==> src/rtl/vga_timing_gen.sv <==
// -----------------------------------------------------------------------------
// vga_timing_gen
//   Free-running VGA raster timing generator (640x480@60Hz by default) clocked
//   from the 50 MHz system clock. A clock divider produces a one-clock pixel
//   enable, and all raster state advances only on that enable. DrawX/DrawY feed
//   the background and sprite mappers undelayed. hs/vs/blank_n are delayed by
//   SYNC_DELAY pixel ticks so they line up with the mapper's ROM read latency.
//
// Ports
//   clock        in   system clock
//   reset_n      in   asynchronous reset, active low
//   pixel_ce     out  one-clock pulse every CLK_DIV clocks
//   DrawX        out  horizontal counter, 0..H_TOTAL-1
//   DrawY        out  vertical counter, 0..V_TOTAL-1
//   hs           out  horizontal sync, active low, delayed SYNC_DELAY ticks
//   vs           out  vertical sync, active low, delayed SYNC_DELAY ticks
//   blank_n      out  high in the visible region, delayed SYNC_DELAY ticks
//   line_start   out  one-clock strobe, DrawX has just become 0
//   frame_start  out  one-clock strobe, DrawX/DrawY have just become (0,0)
// -----------------------------------------------------------------------------
module vga_timing_gen #(
  parameter int CLK_DIV    = 2,
  parameter int H_VISIBLE  = 640,
  parameter int H_FRONT    = 16,
  parameter int H_SYNC     = 96,
  parameter int H_BACK     = 48,
  parameter int V_VISIBLE  = 480,
  parameter int V_FRONT    = 10,
  parameter int V_SYNC     = 2,
  parameter int V_BACK     = 33,
  parameter int SYNC_DELAY = 2
) (
  input  logic       clock,
  input  logic       reset_n,
  output logic       pixel_ce,
  output logic [9:0] DrawX,
  output logic [9:0] DrawY,
  output logic       hs,
  output logic       vs,
  output logic       blank_n,
  output logic       line_start,
  output logic       frame_start
);

  localparam int H_TOTAL = H_VISIBLE + H_FRONT + H_SYNC + H_BACK;
  localparam int V_TOTAL = V_VISIBLE + V_FRONT + V_SYNC + V_BACK;

  localparam logic [9:0] H_LAST     = 10'(H_TOTAL - 1);
  localparam logic [9:0] V_LAST     = 10'(V_TOTAL - 1);
  localparam logic [9:0] H_VIS_END  = 10'(H_VISIBLE);
  localparam logic [9:0] V_VIS_END  = 10'(V_VISIBLE);
  localparam logic [9:0] HS_FIRST   = 10'(H_VISIBLE + H_FRONT);
  localparam logic [9:0] HS_LAST    = 10'(H_VISIBLE + H_FRONT + H_SYNC - 1);
  localparam logic [9:0] VS_FIRST   = 10'(V_VISIBLE + V_FRONT);
  localparam logic [9:0] VS_LAST    = 10'(V_VISIBLE + V_FRONT + V_SYNC - 1);

  localparam int DIV_W = (CLK_DIV > 1) ? $clog2(CLK_DIV) : 1;
  localparam logic [DIV_W-1:0] DIV_LAST = DIV_W'(CLK_DIV - 1);

  // Idle value of a sync/blank triple {hs, vs, blank_n}: syncs inactive, blanked.
  localparam logic [2:0] SYNC_IDLE = 3'b110;

  logic [DIV_W-1:0] div_cnt;
  logic             x_wrap;
  logic             y_wrap;
  logic [9:0]       x_next;
  logic [9:0]       y_next;
  logic [2:0]       sync_next;

  // Stage 0 holds the decode of the counter values being loaded on the same
  // pixel_ce, i.e. a zero-delay registered copy; stages 1..SYNC_DELAY add the
  // pixel-tick delay on top of that.
  logic [2:0]       sync_pipe [0:SYNC_DELAY];

  // Pixel clock enable: registered so it is a clean single-clock pulse that
  // lands on the clock after the divider reaches its last count.
  always_ff @(posedge clock or negedge reset_n) begin
    if (!reset_n) begin
      div_cnt  <= '0;
      pixel_ce <= 1'b0;
    end else begin
      if (div_cnt == DIV_LAST) begin
        div_cnt <= '0;
      end else begin
        div_cnt <= div_cnt + 1'b1;
      end
      pixel_ce <= (div_cnt == DIV_LAST);
    end
  end

  // Next raster position and the sync/blank decode of that position. Decoding
  // the next position lets the whole delay pipe load in step with the counters.
  always_comb begin
    x_wrap    = (DrawX == H_LAST);
    y_wrap    = (DrawY == V_LAST);
    x_next    = x_wrap ? 10'd0 : DrawX + 10'd1;
    y_next    = DrawY;
    if (x_wrap) begin
      y_next = y_wrap ? 10'd0 : DrawY + 10'd1;
    end
    sync_next = {
      ~((x_next >= HS_FIRST) && (x_next <= HS_LAST)),
      ~((y_next >= VS_FIRST) && (y_next <= VS_LAST)),
      (x_next < H_VIS_END) && (y_next < V_VIS_END)
    };
  end

  // Raster counters and the start-of-line/frame strobes. The strobes are set on
  // the same edge that wraps the counters, so they are high exactly while the
  // new (0, y) position is first presented; a reset never produces them.
  always_ff @(posedge clock or negedge reset_n) begin
    if (!reset_n) begin
      DrawX       <= '0;
      DrawY       <= '0;
      line_start  <= 1'b0;
      frame_start <= 1'b0;
    end else begin
      line_start  <= 1'b0;
      frame_start <= 1'b0;
      if (pixel_ce) begin
        DrawX       <= x_next;
        DrawY       <= y_next;
        line_start  <= x_wrap;
        frame_start <= x_wrap && y_wrap;
      end
    end
  end

  // Sync/blank delay pipe. Reset flushes every stage to the idle triple, so
  // blank_n stays low until the restarted raster has propagated through.
  always_ff @(posedge clock or negedge reset_n) begin
    if (!reset_n) begin
      for (int i = 0; i <= SYNC_DELAY; i++) begin
        sync_pipe[i] <= SYNC_IDLE;
      end
    end else if (pixel_ce) begin
      sync_pipe[0] <= sync_next;
      for (int i = 1; i <= SYNC_DELAY; i++) begin
        sync_pipe[i] <= sync_pipe[i-1];
      end
    end
  end

  assign hs      = sync_pipe[SYNC_DELAY][2];
  assign vs      = sync_pipe[SYNC_DELAY][1];
  assign blank_n = sync_pipe[SYNC_DELAY][0];

endmodule

==> config.mk <==
export PLATFORM = sky130hd
export DESIGN_NAME = vga_timing_gen
export DESIGN_NICKNAME = d
export VERILOG_FILES = /design/src/rtl/vga_timing_gen.sv
export SDC_FILE = /design/constraint.sdc
export NUM_CORES = 1
export LEC_CHECK = 0
export CORE_MARGIN = 4
export CORE_UTILIZATION = 53
export CTS_BUF_LIST = sky130_fd_sc_hd__clkbuf_8 sky130_fd_sc_hd__clkbuf_16
export DETAILED_ROUTE_END_ITERATION = 16
export PLACE_DENSITY_LB_ADDON = 0.08
export SLEW_MARGIN = 20
export SYNTH_ARGS = -nofsm -noshare
export SYNTH_HDL_FRONTEND = slang
export SYNTH_SLANG_ARGS = --single-unit
==> constraint.sdc <==
create_clock -name clock -period 2.9 [get_ports clock]
set_clock_uncertainty 0.2 [all_clocks]
set_input_delay 0.87 -clock clock [delete_from_list [all_inputs] [get_ports clock]]
set_output_delay 0.87 -clock clock [all_outputs]
set_load 0.02 [all_outputs]
==> impl_metrics.json, run 1 <==
{
  "clock_latency_ns": 0.28,
  "die_height_um": 66.7,
  "die_area_sq_mm": 0.00445,
  "swShare_pct": 19.9,
  "cts_sinks": 33,
  "start_util_pct": 54.8,
  "coreArea_sq_mm": 0.00334,
  "power_density_mw_per_mm2": 382,
  "hold_slack_ns": 0.182,
  "slew_viol_final": 0,
  "syn_avg_cell_area_sq_um": 9.67,
  "area_growth_pct": 21.1,
  "synth.largest_area_cell": "dfrtp_1",
  "cp.arrival_ns": 2.57,
  "hold_violations": 0,
  "wl_per_cell_um": 13.9,
  "grt.busiest_layer": "met2",
  "netlist_instances": 189,
  "p_leak_uw": 0.000892,
  "hold_path_class": "register to register",
  "ys_ff_latch": 33,
  "grt_use_met2_pct": 28.7,
  "finalCritPeriodShare_pct": 90.0,
  "p_comb_share_pct": 1.2,
  "fin_total_pwr_uw": 845,
  "yosysWarnings": 0,
  "irDropWorstVdd_uv": 339,
  "rsz0062_at_grt": "no",
  "reg2reg_slack_ns": 0.29,
  "grt_use_met1_pct": 26.5,
  "grt_remaining_overflow": 0,
  "instances_no_fill": 262,
  "p_int_uw": 677,
  "synth_top_area_share_pct": 37.0,
  "vias_per_cell": 5.59,
  "p_switching_uw": 168,
  "place_inst": 254,
  "cts_root_buffer": "clkbuf_8",
  "drc_errors": 0,
  "postSynth.asyncResetShare_pct": 100,
  "reg2reg_depth": 8,
  "numPortBuffers": 27,
  "cts_resized": 0,
  "crit_type": "register to register",
  "wl_mm": 3.65,
  "syn_area_sq_mm": 0.00183,
  "grt_pass1_wl_mm": 6.45,
  "tightest_slew_ns": 0.408,
  "status": "finished clean",
  "synth_cell_types": 42,
  "drive_gt1_share_pct": 13.9,
  "grt_start_max_net_pins": 34,
  "yosysMostFrequentCell": "dfrtp_1",
  "first_pass_iters": 5,
  "cts_hold_buffers": 0,
  "syn_nets": 195,
  "post-dp-hpwl_mm": 2.64,
  "min_to": "pixel_ce",
  "hp-start": "div_cnt",
  "drv_cap": 0,
  "yosysSeqAreaShare_pct": 45.6,
  "drtIter0Drc": 129,
  "post_cts_buffers": 0,
  "required_ns": 2.86,
  "nets": 221,
  "grt_pass1_vias": 1395,
  "numCtsBuffers": 5,
  "ios": 28,
  "clkSlewWorstSetupHoldPaths_ns": 0.06,
  "power.share.clock_pct": 44.3,
  "netlist_top_cells_area": "dfrtp_1 (37%), dfstp_2 (8.6%), mux2_2 (4.9%)",
  "grtUsageMet3_pct": 4.72,
  "setup_viol": 0,
  "cts_buffer_depth": 2,
  "period_minus_slack_ns": 2.61,
  "grtUsageTotal_pct": 19.0,
  "cts_tree": "yes",
  "synthFlopType": "dfrtp_1",
  "postLayoutCoreUtil_pct": 66.3,
  "num_vias": 1464,
  "antenna_found_initial": 0,
  "p_seq_share_pct": 54.5,
  "final_antenna_net_count": 0,
  "timing.fmax_ghz": 0.383,
  "reg2reg_from": "DrawX[1]",
  "rows": 21,
  "r2r-end": "DrawY[4]",
  "fin_tns_setup_ns": 0,
  "synth-edff-count": 0,
  "end_kind": "register",
  "cts_max_level": 2,
  "routabilityCongestion": 0.952,
  "diodes": 0,
  "crit_path_start_kind": "register",
  "worst_hold_path.num_cells": 0,
  "synth_commonest_cells": "dfrtp_1 (27), nand2_1 (17), nor2_1 (16)",
  "fp.dieW_um": 66.7,
  "crit_fanout": 9,
  "relSlewSlack_pct": 72.6
}
-- logic make-up after synthesis --
logic type / after synthesis / share of synthesized area [%]
simple gates: 76 / 22.7
compound gates: 37 / 13.3
flops: 33 / 45.6
buf+inv: 20 / 5.48
xor+xnor: 11 / 5.27
mux: 8 / 4.93
fa+ha+maj: 4 / 2.74
-- worst max path at each step --
| stage | cells past startpoint | start | to | slack (ns) |
|---|---|---|---|---|
| global route | 8 | DrawX[1] | DrawY[4] | 0.07 |
| floorplan | 10 | DrawX[1] | DrawY[4] | 0.55 |
| finish | 8 | DrawX[1] | DrawY[4] | 0.29 |
| detailed placement | 8 | DrawX[1] | DrawY[4] | 0.31 |
| global placement | 8 | DrawX[1] | DrawY[4] | 0.43 |
| CTS | 8 | DrawX[1] | DrawY[4] | 0.29 |
-- cell type report --
class,count,area [sq um]
clock buffers,7,96.3
clock inverters,1,5.00
flip-flops and latches,33,833
multi-input cells,136,895
well taps,46,57.6
fillers,296,1120
repair buffers,30,293
inverters,9,33.8
-- critical path: stages (launching register included) --
cell     delay, ns
dfrtp_1       0.41
ha_1          0.23
and4_1        0.41
and4_1        0.44
nand2_4       0.12
inv_1         0.14
nand2_1       0.09
nor2_1        0.11
mux2_2        0.33
-- power groups by stage --
| stage | registers (uW) | logic, uW | clock network (uW) |
|---|---|---|---|
| after floorplan | 469 | 0.000351 | 0 |
| after global placement | 469 | 11.2 | 0 |
| after detailed placement | 469 | 11.5 | 0 |
| after CTS | 461 | 11.4 | 384 |
| after global routing | 460 | 12.7 | 406 |
| final | 461 | 10.5 | 374 |
-- layer usage --
metal	vias up	wire, um
li1	730	-
met3	7	157
met4	0	59
met5	-	0
met2	34	1690
met1	693	1740
-- stage by stage --
stage	setup slack (ns)	area (sq um)
2_1_floorplan	0.554	1830
3_3_place_gp	0.426	2110
3_5_place_dp	0.312	2110
4_1_cts	0.292	2210
5_1_grt	0.0713	2210
6_report	0.289	2210
-- registers in the layout, indices dropped and copies added, names as in the netlist --
signal / flops
vs: 1
line_start: 1
hs: 1
sync_pipe: 6
DrawY: 10
blank_n: 1
div_cnt: 1
DrawX: 10
frame_start: 1
pixel_ce: 1
-- layout by cell type (no fill, tap or decap), types with 8 or more instances in the layout --
cell / n
nand2_1: 17
nand3_1: 9
clkdlybuf4s50_1: 27
inv_1: 9
dfrtp_1: 27
mux2_2: 8
nor2_1: 16
nand4_1: 8
o21ai_0: 12
Note: power is estimated with default switching activity, not from simulation.
==> run 2, diff against run 1 <==
- CORE_MARGIN: 4 -> 10
- CORE_UTILIZATION: 53 -> 38
- clock period: 2.9 -> 2.85 ns (I/O delays scaled with it)
==> impl_metrics.json, run 2 (synthesized netlist as in run 1, its figures left out) <==
{
  "status": "finished clean",
  "drc_errors": 0,
  "fin_total_pwr_uw": 931,
  "hold_path_class": "register to register",
  "grt_remaining_overflow": 0,
  "ios": 28,
  "antenna_found_initial": 0,
  "hp-start": "div_cnt",
  "final_antenna_net_count": 0,
  "relSlewSlack_pct": 72.1,
  "hold_slack_ns": 0.192,
  "first_pass_iters": 4,
  "nets": 221,
  "reg2reg_from": "DrawX[1]",
  "layout.cells.most_common_list": "dfrtp_1 (27), clkdlybuf4s50_1 (27), nand2_1 (17)",
  "fp.dieW_um": 89.4,
  "slew_viol_final": 0,
  "p_comb_share_pct": 1.2,
  "max_stage_delay_ns": 0.45,
  "diodes": 0,
  "post-dp-hpwl_mm": 3.05,
  "drv_cap": 0,
  "finalCritPeriodShare_pct": 91.2,
  "die_height_um": 89.4,
  "routabilityCongestion": 0.874,
  "crit_path_start_kind": "register",
  "irDropWorstVdd_uv": 203,
  "power.share.clock_pct": 48.5,
  "cts_hold_buffers": 0,
  "start_util_pct": 39.0,
  "power_density_mw_per_mm2": 416,
  "clkSlewWorstSetupHoldPaths_ns": 0.07,
  "p_int_uw": 752,
  "slowest_stage": "and4_1",
  "worstPathCellList": "ha_1 -> and4_1 -> and4_1 -> nand2_4 -> inv_1 -> nand2_1 -> nor2_1 -> mux2_2",
  "tightest_slew_ns": 0.419,
  "p_seq_share_pct": 50.3,
  "cts_tree": "yes",
  "cts_sinks": 33,
  "drive_gt1_share_pct": 13.4,
  "vias_per_cell": 5.44,
  "clock_latency_ns": 0.29,
  "p_leak_uw": 0.000900,
  "wl_per_cell_um": 15.8,
  "period_minus_slack_ns": 2.60,
  "num_vias": 1469,
  "top_regs": "DrawX x10, DrawY x10, sync_pipe x6",
  "p_switching_uw": 179,
  "grt_start_max_net_pins": 34,
  "rsz0062_at_grt": "no",
  "grtUsageTotal_pct": 11.7,
  "crit_type": "register to register",
  "grt_pass1_wl_mm": 7.31,
  "setup_viol": 0,
  "grt_pass1_vias": 1520,
  "fin_tns_setup_ns": 0,
  "rows": 25,
  "numCtsBuffers": 5,
  "cts_resized": 0,
  "area_growth_pct": 22.5,
  "required_ns": 2.82,
  "critical_path.startpoint": "DrawX[1]",
  "timing.critical_path.mode_cell": "and4_1",
  "drtIter0Drc": 88,
  "post_cts_buffers": 0,
  "end_kind": "register",
  "timing.fmax_ghz": 0.385,
  "cp.arrival_ns": 2.57,
  "numPortBuffers": 27,
  "wl_mm": 4.27,
  "cts_root_buffer": "clkbuf_8",
  "coreArea_sq_mm": 0.00469,
  "postLayoutCoreUtil_pct": 47.7,
  "hold_violations": 0,
  "die_area_sq_mm": 0.00799,
  "cts_max_level": 2,
  "crit_fanout": 9,
  "cts_buffer_depth": 2,
  "swShare_pct": 19.2
}
## run 2: cell type report
cell class / count / area [sq um]
clock buffers: 6 / 82.6
repair buffers: 30 / 293
fillers: 463 / 2450
multi-input cells: 136 / 895
flip-flops and latches: 33 / 833
well taps: 54 / 67.6
inverters: 9 / 33.8
clock inverters: 2 / 33.8
## run 2: path summary, 6_finish.rpt
path / to / depth (start not counted) / slack [ns]
max: DrawY[4] / 8 / 0.25
min: pixel_ce / 0 / 0.19
max reg2reg: DrawY[4] / 8 / 0.25
min reg2reg: pixel_ce / 0 / 0.19
max in group asynchronous: vs / 2 / 1.34
min in group asynchronous: DrawX[8] / 2 / 0.77
## run 2: through the flow
stage          setup slack [ns]  instance area, sq um  cells
6_report                  0.251                  2240    270
5_1_grt                  0.0769                  2240    270
4_1_cts                   0.243                  2240    270
3_5_place_dp              0.252                  2120    262
3_3_place_gp              0.340                  2120    262
2_1_floorplan             0.504                  1830    189
## run 2: metal layers
layer  track usage (%)  vias to the layer above  part of all wire [%]
met2              19.6                       31                    49
met5                 0                        -                     0
li1                  -                      722                     -
met4              4.77                        0                   2.2
met1              13.1                      709                    43
met3              4.47                        7                   5.8
## run 2: power by group through the flow
stage | Sequential (uW) | Combinational, uW | Clock (uW)
floorplan | 477 | 0.000351 | 0
global placement | 477 | 11.9 | 0
detailed placement | 477 | 12.1 | 0
CTS | 469 | 12.0 | 468
global route | 468 | 13.3 | 485
finish | 469 | 11.0 | 452
## run 2: critical path: cells and delay by family (launching register included)
kind	cells	cell delay, ns
buf+inv	1	0.14
mux	1	0.34
fa+ha+maj	1	0.23
simple gates	5	1.17
flops	1	0.40
==> run 3, diff against run 2 <==
- CTS_BUF_LIST: sky130_fd_sc_hd__clkbuf_8 sky130_fd_sc_hd__clkbuf_16 -> unset
==> impl_metrics.json, run 3 (synthesized netlist as in run 1, its figures left out) <==
{
  "cts_hold_buffers": 0,
  "post-dp-hpwl_mm": 3.05,
  "setup_viol": 0,
  "grt_use_met1_pct": 13.1,
  "grt_remaining_overflow": 0,
  "end_kind": "register",
  "finalCritPeriodShare_pct": 91.4,
  "num_vias": 1453,
  "hold_violations": 0,
  "p_int_uw": 756,
  "period_minus_slack_ns": 2.61,
  "irDropWorstVdd_uv": 203,
  "relSlewSlack_pct": 72.1,
  "tightest_slew_ns": 0.419,
  "power_density_mw_per_mm2": 418,
  "rsz0062_at_grt": "no",
  "drive_gt1_share_pct": 13.4,
  "antenna_found_initial": 0,
  "numPortBuffers": 27,
  "routabilityCongestion": 0.874,
  "coreArea_sq_mm": 0.00469,
  "cts_tree": "yes",
  "first_pass_iters": 4,
  "grt_pass1_vias": 1520,
  "cp.arrival_ns": 2.57,
  "swShare_pct": 19.1,
  "hold_path_class": "register to register",
  "drtIter0Drc": 88,
  "fp.dieW_um": 89.4,
  "cts_max_level": 2,
  "crit_type": "register to register",
  "area_growth_pct": 22.5,
  "crit_fanout": 9,
  "p_seq_share_pct": 50.1,
  "grtUsageTotal_pct": 11.7,
  "p_switching_uw": 179,
  "drc_errors": 0,
  "cts_resized": 0,
  "power.share.clock_pct": 48.7,
  "crit_path_start_kind": "register",
  "p_leak_uw": 0.000896,
  "start_util_pct": 39.0,
  "grt_start_max_net_pins": 34,
  "clock_latency_ns": 0.29,
  "clkSlewWorstSetupHoldPaths_ns": 0.07,
  "grt.busiest_layer": "met2",
  "vias_per_cell": 5.38,
  "status": "finished clean",
  "final_antenna_net_count": 0,
  "p_comb_share_pct": 1.2,
  "drv_cap": 0,
  "post_cts_buffers": 0,
  "hold_slack_ns": 0.192,
  "wl_per_cell_um": 15.8,
  "die_area_sq_mm": 0.00799,
  "slew_viol_final": 0,
  "fin_tns_setup_ns": 0,
  "grt_pass1_wl_mm": 7.31,
  "required_ns": 2.82,
  "top_regs": "DrawX x10, DrawY x10, sync_pipe x6",
  "nets": 221,
  "reg2reg_slack_ns": 0.24,
  "grt_use_met2_pct": 19.6,
  "grtUsageMet3_pct": 4.47,
  "die_height_um": 89.4,
  "ios": 28,
  "cts_sinks": 33,
  "diodes": 0,
  "cts_buffer_depth": 2,
  "numCtsBuffers": 5,
  "rows": 25,
  "layout.cells.most_common_list": "dfrtp_1 (27), clkdlybuf4s50_1 (27), nand2_1 (17)",
  "wl_mm": 4.26,
  "timing.fmax_ghz": 0.384,
  "cts_root_buffer": "clkbuf_8"
}
## run 3: final cells by class
cell class | count | area [sq um]
Timing Repair Buffer | 30 | 293
Sequential cell | 33 | 833
Tap cell | 54 | 67.6
Multi-Input combinational cell | 136 | 895
Inverter | 9 | 33.8
Clock inverter | 1 | 30.0
Fill cell | 463 | 2450
Clock buffer | 7 | 86.3
## run 3: path summary, 6_finish.rpt
check | from | end | cells after the start
max | DrawX[1] | DrawY[4] | 8
min | div_cnt | pixel_ce | 0
max reg2reg | DrawX[1] | DrawY[4] | 8
min reg2reg | div_cnt | pixel_ce | 0
max in group asynchronous | reset_n | vs | 2
min in group asynchronous | reset_n | DrawX[8] | 2
## run 3: per-layer routing
| metal | vias to the layer above | share of wire [%] |
|---|---|---|
| met5 | - | 0 |
| met4 | 0 | 2.2 |
| met3 | 7 | 5.7 |
| met2 | 31 | 49 |
| met1 | 693 | 43 |
| li1 | 722 | - |
## run 3: power groups by stage
stage	logic, uW	clock network (uW)	registers [uW]
4_1_cts	12.0	472	469
5_1_grt	13.3	489	468
3_3_place_gp	11.9	0	477
2_1_floorplan	0.000351	0	477
6_report	11.0	455	469
3_5_place_dp	12.1	0	477
## run 3: stage by stage
step | cells | total power, uW | utilization (%) | area, sq um | setup WS [ns]
2_1_floorplan | 189 | 477 | - | 1830 | 0.504
3_3_place_gp | 262 | 489 | 45.2 | 2120 | 0.340
3_5_place_dp | 262 | 489 | 45.2 | 2120 | 0.252
4_1_cts | 270 | 952 | 47.7 | 2240 | 0.243
5_1_grt | 270 | 970 | 47.7 | 2240 | 0.0769
6_report | 270 | 935 | 47.7 | 2240 | 0.244
## run 3: worst max-delay path: stages, from the launching register on
cell     delay [ns]
dfrtp_1        0.40
ha_1           0.23
and4_1         0.42
and4_1         0.45
nand2_4        0.13
inv_1          0.14
nand2_1        0.08
nor2_1         0.11
mux2_2         0.34
